===== config.mk =====
export PLATFORM = sky130hd
export DESIGN_NAME = mips_pipeline_sequencer
export DESIGN_NICKNAME = d
export VERILOG_FILES = /design/src/rtl/mips_pipeline_sequencer_pkg.sv /design/src/rtl/mips_pipeline_sequencer_hazard_detect.sv /design/src/rtl/mips_pipeline_sequencer.sv
export SDC_FILE = /design/constraint.sdc
export NUM_CORES = 1
export LEC_CHECK = 0
export BUFFER_PORTS_ARGS = -buffer_cell sky130_fd_sc_hd__buf_4
export CAP_MARGIN = 20
export CORE_ASPECT_RATIO = 1.4
export CORE_UTILIZATION = 46
export DETAILED_ROUTE_END_ITERATION = 16
export PLACE_DENSITY = 0.82
export SYNTH_ARGS = -nofsm -noshare
export SYNTH_HDL_FRONTEND = slang
export SYNTH_SLANG_ARGS = --single-unit
export TNS_END_PERCENT = 10

===== constraint.sdc =====
create_clock -name clk -period 1.9 [get_ports clk]
set_clock_uncertainty 0.05 [all_clocks]
set_input_delay 0.285 -clock clk [delete_from_list [all_inputs] [get_ports clk]]
set_output_delay 0.285 -clock clk [all_outputs]
set_load 0.1 [all_outputs]

===== src/rtl/mips_pipeline_sequencer_pkg.sv =====
// Shared encodings for the MIPS pipeline sequencer and its hazard unit.
package mips_pipeline_sequencer_pkg;

    typedef enum logic [1:0] {
        RUN      = 2'b00,
        MEM_WAIT = 2'b01,
        ERR      = 2'b10
    } state_t;

    localparam logic [4:0] REG_ZERO = 5'd0;

endpackage


===== src/rtl/mips_pipeline_sequencer_hazard_detect.sv =====
// Load-use hazard comparator: an EX-stage lw whose destination feeds the ID-stage instruction.
module mips_hazard_detect
    import mips_pipeline_sequencer_pkg::*;
(
    input  logic [4:0] id_rs,
    input  logic [4:0] id_rt,
    input  logic       ex_mem_read,
    input  logic [4:0] ex_rt,
    output logic       hazard
);

    // Register zero never carries a real dependency.
    always_comb begin
        hazard = ex_mem_read && (ex_rt != REG_ZERO) &&
                 ((ex_rt == id_rs) || (ex_rt == id_rt));
    end

endmodule


===== src/rtl/mips_pipeline_sequencer.sv =====
// Pipeline sequencer: memory-wait FSM with timeout, load-use stalls, flushes and a stall counter.
module mips_pipeline_sequencer
    import mips_pipeline_sequencer_pkg::*;
#(
    parameter int MEM_TIMEOUT = 16,
    parameter int CNT_W       = 16
) (
    input  logic             clk,
    input  logic             rst,
    input  logic [4:0]       id_rs,
    input  logic [4:0]       id_rt,
    input  logic             ex_mem_read,
    input  logic [4:0]       ex_rt,
    input  logic             flush_req,
    input  logic             mem_access,
    input  logic             dmem_ready,
    output logic             pc_write,
    output logic             ifid_write,
    output logic             idex_write,
    output logic             exmem_write,
    output logic             ifid_flush,
    output logic             idex_bubble,
    output logic             memwb_bubble,
    output logic             dmem_req,
    output logic             mem_err,
    output logic [CNT_W-1:0] stall_count
);

    state_t     state;
    state_t     next_state;
    state_t     eff_state;
    logic [7:0] wait_cnt;
    logic [7:0] next_wait;
    logic       mem_stall;
    logic       hazard;

    mips_hazard_detect u_hazard (
        .id_rs      (id_rs),
        .id_rt      (id_rt),
        .ex_mem_read(ex_mem_read),
        .ex_rt      (ex_rt),
        .hazard     (hazard)
    );

    // While rst is asserted the outputs decode as RUN, whatever the stored state.
    always_comb begin
        eff_state = rst ? RUN : state;
    end

    // Next-state and output decode; priority ERR > memory stall > load-use > flush > normal.
    always_comb begin
        next_state   = state;
        next_wait    = wait_cnt;
        mem_stall    = 1'b0;
        pc_write     = 1'b1;
        ifid_write   = 1'b1;
        idex_write   = 1'b1;
        exmem_write  = 1'b1;
        ifid_flush   = 1'b0;
        idex_bubble  = 1'b0;
        memwb_bubble = 1'b0;
        dmem_req     = 1'b0;
        mem_err      = 1'b0;

        case (eff_state)
            RUN: begin
                dmem_req = mem_access;
                if (mem_access && !dmem_ready) begin
                    mem_stall  = 1'b1;
                    next_state = MEM_WAIT;
                    next_wait  = 8'd1;
                end
            end
            MEM_WAIT: begin
                dmem_req = mem_access;
                if (dmem_ready) begin
                    next_state = RUN;
                    next_wait  = '0;
                end else begin
                    // Timeout is judged on the incremented count, so ERR follows
                    // exactly MEM_TIMEOUT stalled cycles including the RUN entry cycle.
                    mem_stall = 1'b1;
                    next_wait = wait_cnt + 8'd1;
                    if (next_wait == 8'(MEM_TIMEOUT)) begin
                        next_state = ERR;
                    end
                end
            end
            ERR: begin
                pc_write    = 1'b0;
                ifid_write  = 1'b0;
                idex_write  = 1'b0;
                exmem_write = 1'b0;
                mem_err     = 1'b1;
            end
            default: begin
                next_state = RUN;
                next_wait  = '0;
            end
        endcase

        if (mem_stall) begin
            pc_write     = 1'b0;
            ifid_write   = 1'b0;
            idex_write   = 1'b0;
            exmem_write  = 1'b0;
            memwb_bubble = 1'b1;
        end else if (eff_state == RUN && hazard) begin
            pc_write    = 1'b0;
            ifid_write  = 1'b0;
            idex_bubble = 1'b1;
        end else if (eff_state == RUN && flush_req) begin
            ifid_flush = 1'b1;
        end
    end

    // State, wait counter and saturating front-end stall counter.
    always_ff @(posedge clk) begin
        if (rst) begin
            state       <= RUN;
            wait_cnt    <= '0;
            stall_count <= '0;
        end else begin
            state    <= next_state;
            wait_cnt <= next_wait;
            if (!pc_write && state != ERR && stall_count != '1) begin
                stall_count <= stall_count + CNT_W'(1);
            end
        end
    end

endmodule


==> results of run 1 <==
[how the worst max path moves through the flow]
stage,startpoint,end,depth (start not counted)
finish,state[1]$_SDFFE_PP0P_,stall_count[4]$_SDFFE_PP0P_,9
floorplan,ex_rt[1],pc_write,7
detailed placement,ex_rt[0],stall_count[4]$_SDFFE_PP0P_,10
global placement,ex_rt[1],pc_write,6
CTS,state[1]$_SDFFE_PP0P_,stall_count[4]$_SDFFE_PP0P_,9
global route,state[1]$_SDFFE_PP0P_,stall_count[4]$_SDFFE_PP0P_,9
[power groups by stage]
| stage | logic [µW] | clock network (µW) | registers [µW] |
|---|---|---|---|
| 5_1_grt | 418 | 490 | 546 |
| 3_5_place_dp | 328 | 0 | 558 |
| 6_report | 403 | 465 | 545 |
| 4_1_cts | 356 | 473 | 545 |
| 3_3_place_gp | 323 | 0 | 557 |
| 2_1_floorplan | 205 | 0 | 586 |
[cell usage after synthesis (all sizes together) (2+ instances only)]
cell type / number
or4: 10
nor4: 3
inv: 7
nand4: 2
and4: 2
o21ai: 12
or3: 5
a31o: 2
a21oi: 20
buf: 5
nand2: 13
nor2: 17
nor2b: 2
mux2: 3
nand3b: 3
and3: 3
dfxtp: 26
clkbuf: 6
nand3: 14
xnor2: 10
and2: 3
a21boi: 2
ha: 2
o31ai: 10
[logic make-up after synthesis]
| group | count (synthesis) | synth area share (%) |
|---|---|---|
| multiplexers | 3 | 2.13 |
| XOR/XNOR | 10 | 5.53 |
| buffers and inverters | 18 | 5.69 |
| adder cells (fa/ha/maj) | 2 | 1.58 |
| flip-flops | 26 | 32.9 |
| AO/OA/AOI/OAI | 54 | 21.5 |
| AND/OR/NAND/NOR | 82 | 30.7 |
[final cells by class]
type,count,area [µm²]
multi-input cells,151,1040
repair buffers,82,773
fillers,207,646
flip-flops and latches,26,566
well taps,39,48.8
clock buffers,3,41.3
inverters,7,33.8
clock inverters,1,30.0
[layer usage]
metal | wire length, µm | part of all wire (%)
met3 | 221 | 4.5
met2 | 2740 | 56
met5 | 0 | 0
met4 | 84 | 1.7
met1 | 1850 | 38
[worst register-to-register path, stage by stage (launching register included)]
cell and delay [ns]:
dfxtp_2 0.34, buf_6 0.11, nor4b_4 0.32, a31o_4 0.15, a211o_4 0.14, inv_8 0.06, buf_12 0.13, buf_6 0.11
or4_4 0.53, a21oi_2 0.13
[stage by stage]
step                      utilization, %  TNS [ns]
after CTS                           76.0     -1.08
after global routing                79.7     -3.54
final                               79.7     -2.04
after detailed placement            71.5     -3.96
after global placement              71.5     -3.31
after floorplan                        -     -5.54
[timing repair]
item | 4_1_cts | 5_1_grt
pin swaps | 6 | 9
buffers inserted | 0 | 2
gates resized for setup | 20 | 13
setup endpoints to repair | 18 | 20
cloned | 0 | 2
[sequential cells by signal, summed over array words and instances, names as in the netlist]
name / cells
stall_count: 16
wait_cnt: 8
state: 2
==> results.md, run 1 <==
- Row cnt: 24
- CTS Buf Count: 3
- Dpl cells: 301
- Maximum VDD drop: 0.513 mV
- DP Wirelength: 3190 µm
- Finished Cell Area: 0.00254 mm²
- Failing checks: setup timing
- CP max FO: 6
- Clock tree buffer depth: 2
- Vias in the first global route: 1664
- P_sw: 417 µW
- Hold Path Sink: stall_count[12]$_SDFFE_PP0P_
- Yosys top cell area share: 32.9%
- Mapped Area: 0.00158 mm²
- Synth area leaders: dfxtp_1, a21oi_1, xnor2_1
- Synth area leader: dfxtp_1
- Hold WC Path Type: input port to flop
- Finished Layout Cells: 309
- Final antenna-violating net count: 0
- I/O pins: 46
- Final period util: 112%
- GPL Wtd Cong: 0.832
- Gr busiest metal: met2
- Place WS: -0.303 ns
- Final setup violation count: 20
- Violation count after the first detailed-route iteration: 76
- Met1 Use GR: 27.5%
- Int Pwr: 995 µW
- Pin count of the biggest net entering global routing: 22
- # diodes: 0
- Worst path bufs/invs: 4
- Most frequent cells in the layout: buf_4, a21oi_1, nor2_1
- Area growth syn-to-layout: 60.3%
- Final hold vios: 0
- Share of cells above drive strength 1: 47.8%
- YS warnings: 0
- Max incr delay on CP: 0.53 ns
- Post-synth EDFFs: 0
- First-pass GRT wire length: 7130 µm
- #FFs+latches synth: 26
- Grt total ovfl: 0
- P per Cell Area: 557 mW/mm²
- Final WL: 4890 µm
- Gate power share: 28.5%
- Slew headroom: 74.2%
- Mapped Avg Cell Area: 8.12 µm²
- Total Routing Usage GR: 25.3%
- Critical Path RT: 2.06 ns
- Die H: 71.4 µm
- Reg2Reg Setup Slack: -0.22 ns
- # DRC: 0
- Final setup margin: -0.225 ns
- GRT met2 Usage: 48.1%
- Count of cell types in the netlist: 43
- Max frequency: 471 MHz
- Startpoint Class: flop
- Hold slack final: 0.323 ns
- Post-synthesis sequential area ratio: 32.9%
- Worst path arrival time: 2.29 ns
- Outcome: finished, violations left
- Commonest non-fill, non-tap cell in the layout: buf_4
- Grt met3 use: 2.34%
- Initial antenna violation count: 0
- First-pass detailed-route iteration total: 4
- Clock Root Buffer: clkbuf_8
- Post-Synthesis Cells: 195
- Final min period: 2.12 ns
- Top cell by count, worst path: buf_6
- CP cell instances: buf_6 > nor4b_4 > a31o_4 > a211o_4 > inv_8 > buf_12 > buf_6 > or4_4 > a21oi_2
- Fin nets: 294
- CP max-delay cell: or4_4
- R2r worst-path depth: 9
- Dpl cell area: 0.00227 mm²
- H-tree levels: 1
- DR vias: 1791
- Tot Pwr: 1410 µW
- Leak: 0.00100 µW
- Sequential power share: 38.6%
- Die W: 51.6 µm
- Wire per inst: 15.8 µm
- Cts hold-fix bufs: 0
- # Max-Cap Violations: 0
- CP Class: flop to flop
- DIE AREA: 0.00368 mm²
- Final Max Tran Viols: 0
- Initial Util: 49.7%
- Endpoint class of the critical path: flop
- DR vias/cell: 5.80
- CTS tree: yes
- I/O Buffers: 45
- Reg2Reg Launch Point: state[1]$_SDFFE_PP0P_
- Ys flop type: dfxtp_1
- Hold Crit Depth: 3
- Worst-margin pin slew: 0.383 ns
- Clock power frac: 32.9%
- Clk sinks: 26
- Delay-heaviest family, CP: simple AND/OR/NAND/NOR gates
- Core ar.: 0.00318 mm²
- Ys async rst share: 0%
- R2R Path End: stall_count[4]$_SDFFE_PP0P_
- Mapped Nets: 218
- RSZ-0062 raised after global routing: true
- Switching share of power: 29.6%
- Clk slew on worst S/H paths: 0.10 ns
- Hold path start: rst
- Clk Latency, worst-skew pair: 0.27 ns
Power figures use the tool's default switching activity.
==> run 2: changes to the inputs <==
--- a/config.mk
+++ b/config.mk
@@ -8,9 +8,9 @@
 export BUFFER_PORTS_ARGS = -buffer_cell sky130_fd_sc_hd__buf_4
 export CAP_MARGIN = 20
 export CORE_ASPECT_RATIO = 1.4
-export CORE_UTILIZATION = 46
+export CORE_UTILIZATION = 51
 export DETAILED_ROUTE_END_ITERATION = 16
-export PLACE_DENSITY = 0.82
+export PLACE_DENSITY = 0.86
 export SYNTH_ARGS = -nofsm -noshare
 export SYNTH_HDL_FRONTEND = slang
 export SYNTH_SLANG_ARGS = --single-unit
==> constraint.sdc (replaced) <==
create_clock -name clk -period 2.2 [get_ports clk]
set_clock_uncertainty 0.05 [all_clocks]
set_input_delay 0.33 -clock clk [delete_from_list [all_inputs] [get_ports clk]]
set_output_delay 0.33 -clock clk [all_outputs]
set_load 0.1 [all_outputs]
==> run 2 against run 1 <==
Compared with the run above: the flow now finishes without violations; clock-buffer cell count did not move; critical path depth fell by 3; wire length fell by 25%; global-route usage fell by 2.9 points; power fell by 19%; sequential share of layout area rose by 2.7 points; register-to-register slack improved by 0.32 ns; die area fell by 9.5%; core utilization fell by 6.6 points; critical path type is now input port to primary output; critical endpoint is now ifid_write; largest power group unchanged.
==> results.md, run 2 (same netlist as run 1, synthesis figures left out) <==
- Max FFs per register: 16
- CP max-delay cell: or3_1
- Maximum VDD drop: 0.522 mV
- Post-CTS Setup Bufs: 0
- Final setup violation count: 0
- DR vias: 1633
- First-pass GRT wire length: 5850 µm
- Fillers: 229
- Critical Path RT: 1.82 ns
- I/O pins: 46
- RSZ-0062 raised after global routing: false
- Clock Root Buffer: clkbuf_8
- Dpl cell area: 0.00202 mm²
- Final period util: 97.1%
- Finished Cell Area: 0.00213 mm²
- First-pass detailed-route iteration total: 4
- Die H: 67.9 µm
- CTS tree: yes
- # DRC: 0
- GPL Wtd Cong: 0.814
- CP max FO: 5
- Initial antenna violation count: 0
- Share of cells above drive strength 1: 35.4%
- Commonest non-fill, non-tap cell in the layout: buf_4
- Setup TNS: 0 ns
- Area growth syn-to-layout: 34.3%
- CP cell instances: buf_4 > or3_1 > o311a_1 > a211o_2 > inv_4 > buf_12
- Row cnt: 23
- CTS Buf Count: 3
- P per Cell Area: 539 mW/mm²
- Outcome: finished, final reports clean
- Grt total ovfl: 0
- DP Wirelength: 2710 µm
- Violation count after the first detailed-route iteration: 47
- Worst-margin pin slew: 0.389 ns
- DIE AREA: 0.00333 mm²
- # Max-Cap Violations: 0
- DR vias/cell: 5.77
- Die W: 49.1 µm
- Clock tree buffer depth: 2
- # diodes: 0
- Core ar.: 0.00291 mm²
- Clk sinks: 26
- Initial Util: 54.5%
- Top Registers: stall_count: 16 flops, wait_cnt: 8 flops, state: 2 flops
- Final WL: 3640 µm
- Leak: 0.000810 µW
- Tot Pwr: 1150 µW
- Final Max Tran Viols: 0
- Endpoint class of the critical path: primary output
- Clk Latency, worst-skew pair: 0.27 ns
- Pin count of the biggest net entering global routing: 21
- Fin nets: 270
- H-tree levels: 1
- Final antenna-violating net count: 0
- Max incr delay on CP: 0.36 ns
- Most flops, register: stall_count
- Startpoint Class: input port
- Slew headroom: 73.8%
- Wire per inst: 12.9 µm
- Clk slew on worst S/H paths: 0.10 ns
- Final min period: 2.14 ns
- CP Class: input port to primary output
- Final Core Density: 73.1%
- Max frequency: 468 MHz
- I/O Buffers: 45
- Final hold vios: 0
- Most frequent cells in the layout: buf_4, a21oi_1, dfxtp_1
- Vias in the first global route: 1451
- Total Routing Usage GR: 22.4%
- Worst path arrival time: 1.76 ns
- Hold WC Path Type: input port to flop
-- run 2: final timing paths --
path | from | end | slack, ns | depth (start not counted)
hold / removal | dmem_ready | state[0]$_SDFFE_PP0P_ | 0.35 | 4
setup / recovery | ex_rt[1] | ifid_write | 0.06 | 6
setup reg to reg | stall_count[5]$_SDFFE_PP0P_ | stall_count[15]$_SDFFE_PP0P_ | 0.10 | 6
hold reg to reg | stall_count[11]$_SDFFE_PP0P_ | stall_count[11]$_SDFFE_PP0P_ | 0.44 | 2
-- run 2: routing by layer --
layer,vias up,global-route usage (%),part of all wire [%]
met2,47,44.0,54
li1,823,-,-
met4,0,12.5,2.0
met5,-,0,0
met3,8,2.44,3.2
met1,755,22.9,40
-- run 2: what timing repair did --
action                     4_1_cts  5_1_grt
resized for setup                6        4
hold buffers                     0        0
setup endpoints to repair        2        4
-- run 2: power by group --
part           switching, µW  internal [µW]
Clock                    156            244
Sequential              8.64            476
Combinational            167           93.8
-- run 2: final cells by class --
| cell class | count | area [µm²] | area share, % |
|---|---|---|---|
| clock buffers | 3 | 41.3 | 1.94 |
| repair buffers | 58 | 460 | 21.7 |
| flip-flops and latches | 26 | 531 | 25.0 |
| well taps | 37 | 46.3 | 2.18 |
| inverters | 7 | 28.8 | 1.35 |
| clock inverters | 1 | 30.0 | 1.41 |
| multi-input cells | 151 | 988 | 46.5 |
-- run 2: critical path, delay by kind of cell --
kind | cells | cell delay [ns]
AO/OA/AOI/OAI | 2 | 0.64
buffers and inverters | 3 | 0.41
AND/OR/NAND/NOR | 1 | 0.36
-- run 2: per-stage QoR --
stage / setup WS (ns) / std cells / hold WS [ns]
after floorplan: -0.401 / 195 / 0.408
after global placement: -0.0415 / 279 / 0.419
after detailed placement: -0.0462 / 279 / 0.436
after CTS: 0.00973 / 283 / 0.341
after global routing: 0.0223 / 283 / 0.377
final: 0.0632 / 283 / 0.352
==> run 3: changes to the inputs <==
--- a/config.mk
+++ b/config.mk
@@ -11,6 +11,7 @@
 export CORE_UTILIZATION = 51
 export DETAILED_ROUTE_END_ITERATION = 16
 export PLACE_DENSITY = 0.86
+export SKIP_LAST_GASP = 1
 export SYNTH_ARGS = -nofsm -noshare
 export SYNTH_HDL_FRONTEND = slang
 export SYNTH_SLANG_ARGS = --single-unit
==> constraint.sdc (replaced) <==
create_clock -name clk -period 2.1 [get_ports clk]
set_clock_uncertainty 0.05 [all_clocks]
set_input_delay 0.315 -clock clk [delete_from_list [all_inputs] [get_ports clk]]
set_output_delay 0.315 -clock clk [all_outputs]
set_load 0.1 [all_outputs]
==> run 3 against run 2 <==
Compared with the run above: the flow now finishes with violations (setup timing); first-iteration DRC count decreased by 4.3%; critical path depth did not move; non-clock buffer count rose by 12; final cell count increased by 4.2%; die area unchanged; sequential share of layout area fell by 1.4 points; wire length is 12% higher; core utilization up 5.0 points; largest cell class unchanged; highest routed layer unchanged.
==> results.md, run 3 (same netlist as run 1, synthesis figures left out) <==
- Reg2Reg Launch Point: state[0]$_SDFFE_PP0P_
- Startpoint Class: input port
- Failing checks: setup timing
- CP Class: input port to primary output
- Hold Path Sink: stall_count[6]$_SDFFE_PP0P_
- Clock tree buffer depth: 2
- Reg area: 534 µm²
- CP max-delay cell: or3_1
- P_sw: 363 µW
- Most flops, register: stall_count
- Vias in the first global route: 1589
- Top Registers: stall_count: 16 flops, wait_cnt: 8 flops, state: 2 flops
- Place WS: -0.152 ns
- Hold Crit Depth: 3
- # DRC: 0
- R2R Path End: stall_count[2]$_SDFFE_PP0P_
- H-tree levels: 1
- Reg2Reg Setup Slack: 0.03 ns
- Grt met3 use: 1.78%
- Row cnt: 23
- CP max FO: 5
- Met1 Use GR: 28.1%
- Final antenna-violating net count: 0
- R2r worst-path depth: 7
- Gr busiest metal: met2
- Core ar.: 0.00291 mm²
- DIE AREA: 0.00333 mm²
- Switching share of power: 29.3%
- Clk sinks: 26
- Initial antenna violation count: 0
- Fillers: 212
- # Max-Cap Violations: 0
- GPL Wtd Cong: 0.898
- Finished Cell Area: 0.00227 mm²
- Clk slew on worst S/H paths: 0.09 ns
- DP Wirelength: 3060 µm
- Slew headroom: 75.6%
- First-pass GRT wire length: 6900 µm
- Final Max Tran Viols: 0
- Gate power share: 25.0%
- CP cell instances: buf_4 > or3_1 > o311a_1 > a211o_2 > clkinv_4 > buf_12
- # diodes: 0
- Final setup margin: -0.0221 ns
- Hold path start: rst
- Hold WC Path Type: input port to flop
- Maximum VDD drop: 0.528 mV
- I/O Buffers: 45
- Initial Util: 54.5%
- Share of cells above drive strength 1: 40.7%
- Worst path arrival time: 1.76 ns
- Critical Path RT: 1.74 ns
- Total Routing Usage GR: 26.4%
- Final min period: 2.12 ns
- Dpl cell area: 0.00213 mm²
- Commonest non-fill, non-tap cell in the layout: buf_4
- Max incr delay on CP: 0.38 ns
- Final WL: 4080 µm
- Clock power frac: 34.3%
- P per Cell Area: 545 mW/mm²
- DR vias: 1681
- CP Launch Point: ex_rt[1]
- First-pass detailed-route iteration total: 4
- Final period util: 101%
- CTS tree: yes
- Worst-margin pin slew: 0.363 ns
- Endpoint class of the critical path: primary output
- Clk Latency, worst-skew pair: 0.28 ns
- Final setup violation count: 2
- Die H: 67.9 µm
- Area growth syn-to-layout: 43.4%
- Die W: 49.1 µm
- CTS Buf Count: 3
- Clock Root Buffer: clkbuf_8
- Max frequency: 471 MHz
- RSZ-0062 raised after global routing: true
- GRT met2 Usage: 53.1%
- Fin nets: 282
- I/O pins: 46
- Outcome: finished, violations left
- DR vias/cell: 5.70
- Int Pwr: 875 µW
- Grt total ovfl: 0
- Leak: 0.000889 µW
- Max FFs per register: 16
- Sequential power share: 40.7%
- Pin count of the biggest net entering global routing: 21
- Violation count after the first detailed-route iteration: 45
- Final hold vios: 0
- Multi-input logic area: 0.00101 mm²
- Most frequent cells in the layout: buf_4, a21oi_1, dfxtp_1
- Wire per inst: 13.8 µm
- Cts hold-fix bufs: 0
==> run 3: worst max-delay path, delay by kind of cell <==
family / cells / cell delay (ns)
AOI/OAI and AO/OA: 2 / 0.66
buffers and inverters: 3 / 0.40
and+or+nand+nor: 1 / 0.38
==> run 3: layout make-up <==
class,count,share of cell area [%]
Clock buffer,3,1.82
Inverter,7,1.38
Timing Repair Buffer,70,25.4
Clock inverter,1,1.32
Tap cell,37,2.04
Sequential cell,26,23.5
Multi-Input combinational cell,151,44.5
==> run 3: worst max path at each step <==
stage                                              end  slack [ns]  cells past startpoint
final                                         pc_write       -0.02                      6
after global routing       stall_count[2]$_SDFFE_PP0P_       -0.04                      7
after CTS                  stall_count[2]$_SDFFE_PP0P_       -0.03                      7
after detailed placement                    ifid_write       -0.15                      6
after global placement                      ifid_write       -0.13                      6
after floorplan           stall_count[15]$_SDFFE_PP0P_       -0.44                      5
==> run 3: power groups by stage <==
stage / Sequential [µW] / Clock [µW] / Combinational [µW]
2_1_floorplan: 540 / 0 / 182
3_3_place_gp: 514 / 0 / 289
3_5_place_dp: 515 / 0 / 293
4_1_cts: 503 / 425 / 308
5_1_grt: 505 / 446 / 325
6_report: 504 / 424 / 309
==> run 3: stage by stage <==
step	utilization (%)	instances	hold slack (ns)	TNS, ns	total power, µW
finish	78.1	295	0.357	-0.0439	1240
CTS	77.3	294	0.357	-0.0837	1240
floorplan	-	195	0.408	-5.65	722
detailed placement	73.4	289	0.432	-1.16	808
global placement	73.4	289	0.418	-0.541	803
global route	78.1	295	0.368	-0.217	1280
==> run 3: routing by layer <==
layer	vias to the layer above	part of all wire, %
li1	845	-
met1	795	40
met2	31	56
met3	10	2.1
met4	0	1.9
met5	-	0
==> run 3: repair_timing <==
item	4_1_cts	5_1_grt
gates cloned	0	0
resized for setup	10	4
setup endpoints to repair	5	11
pin swaps	0	2
buffers inserted	1	1
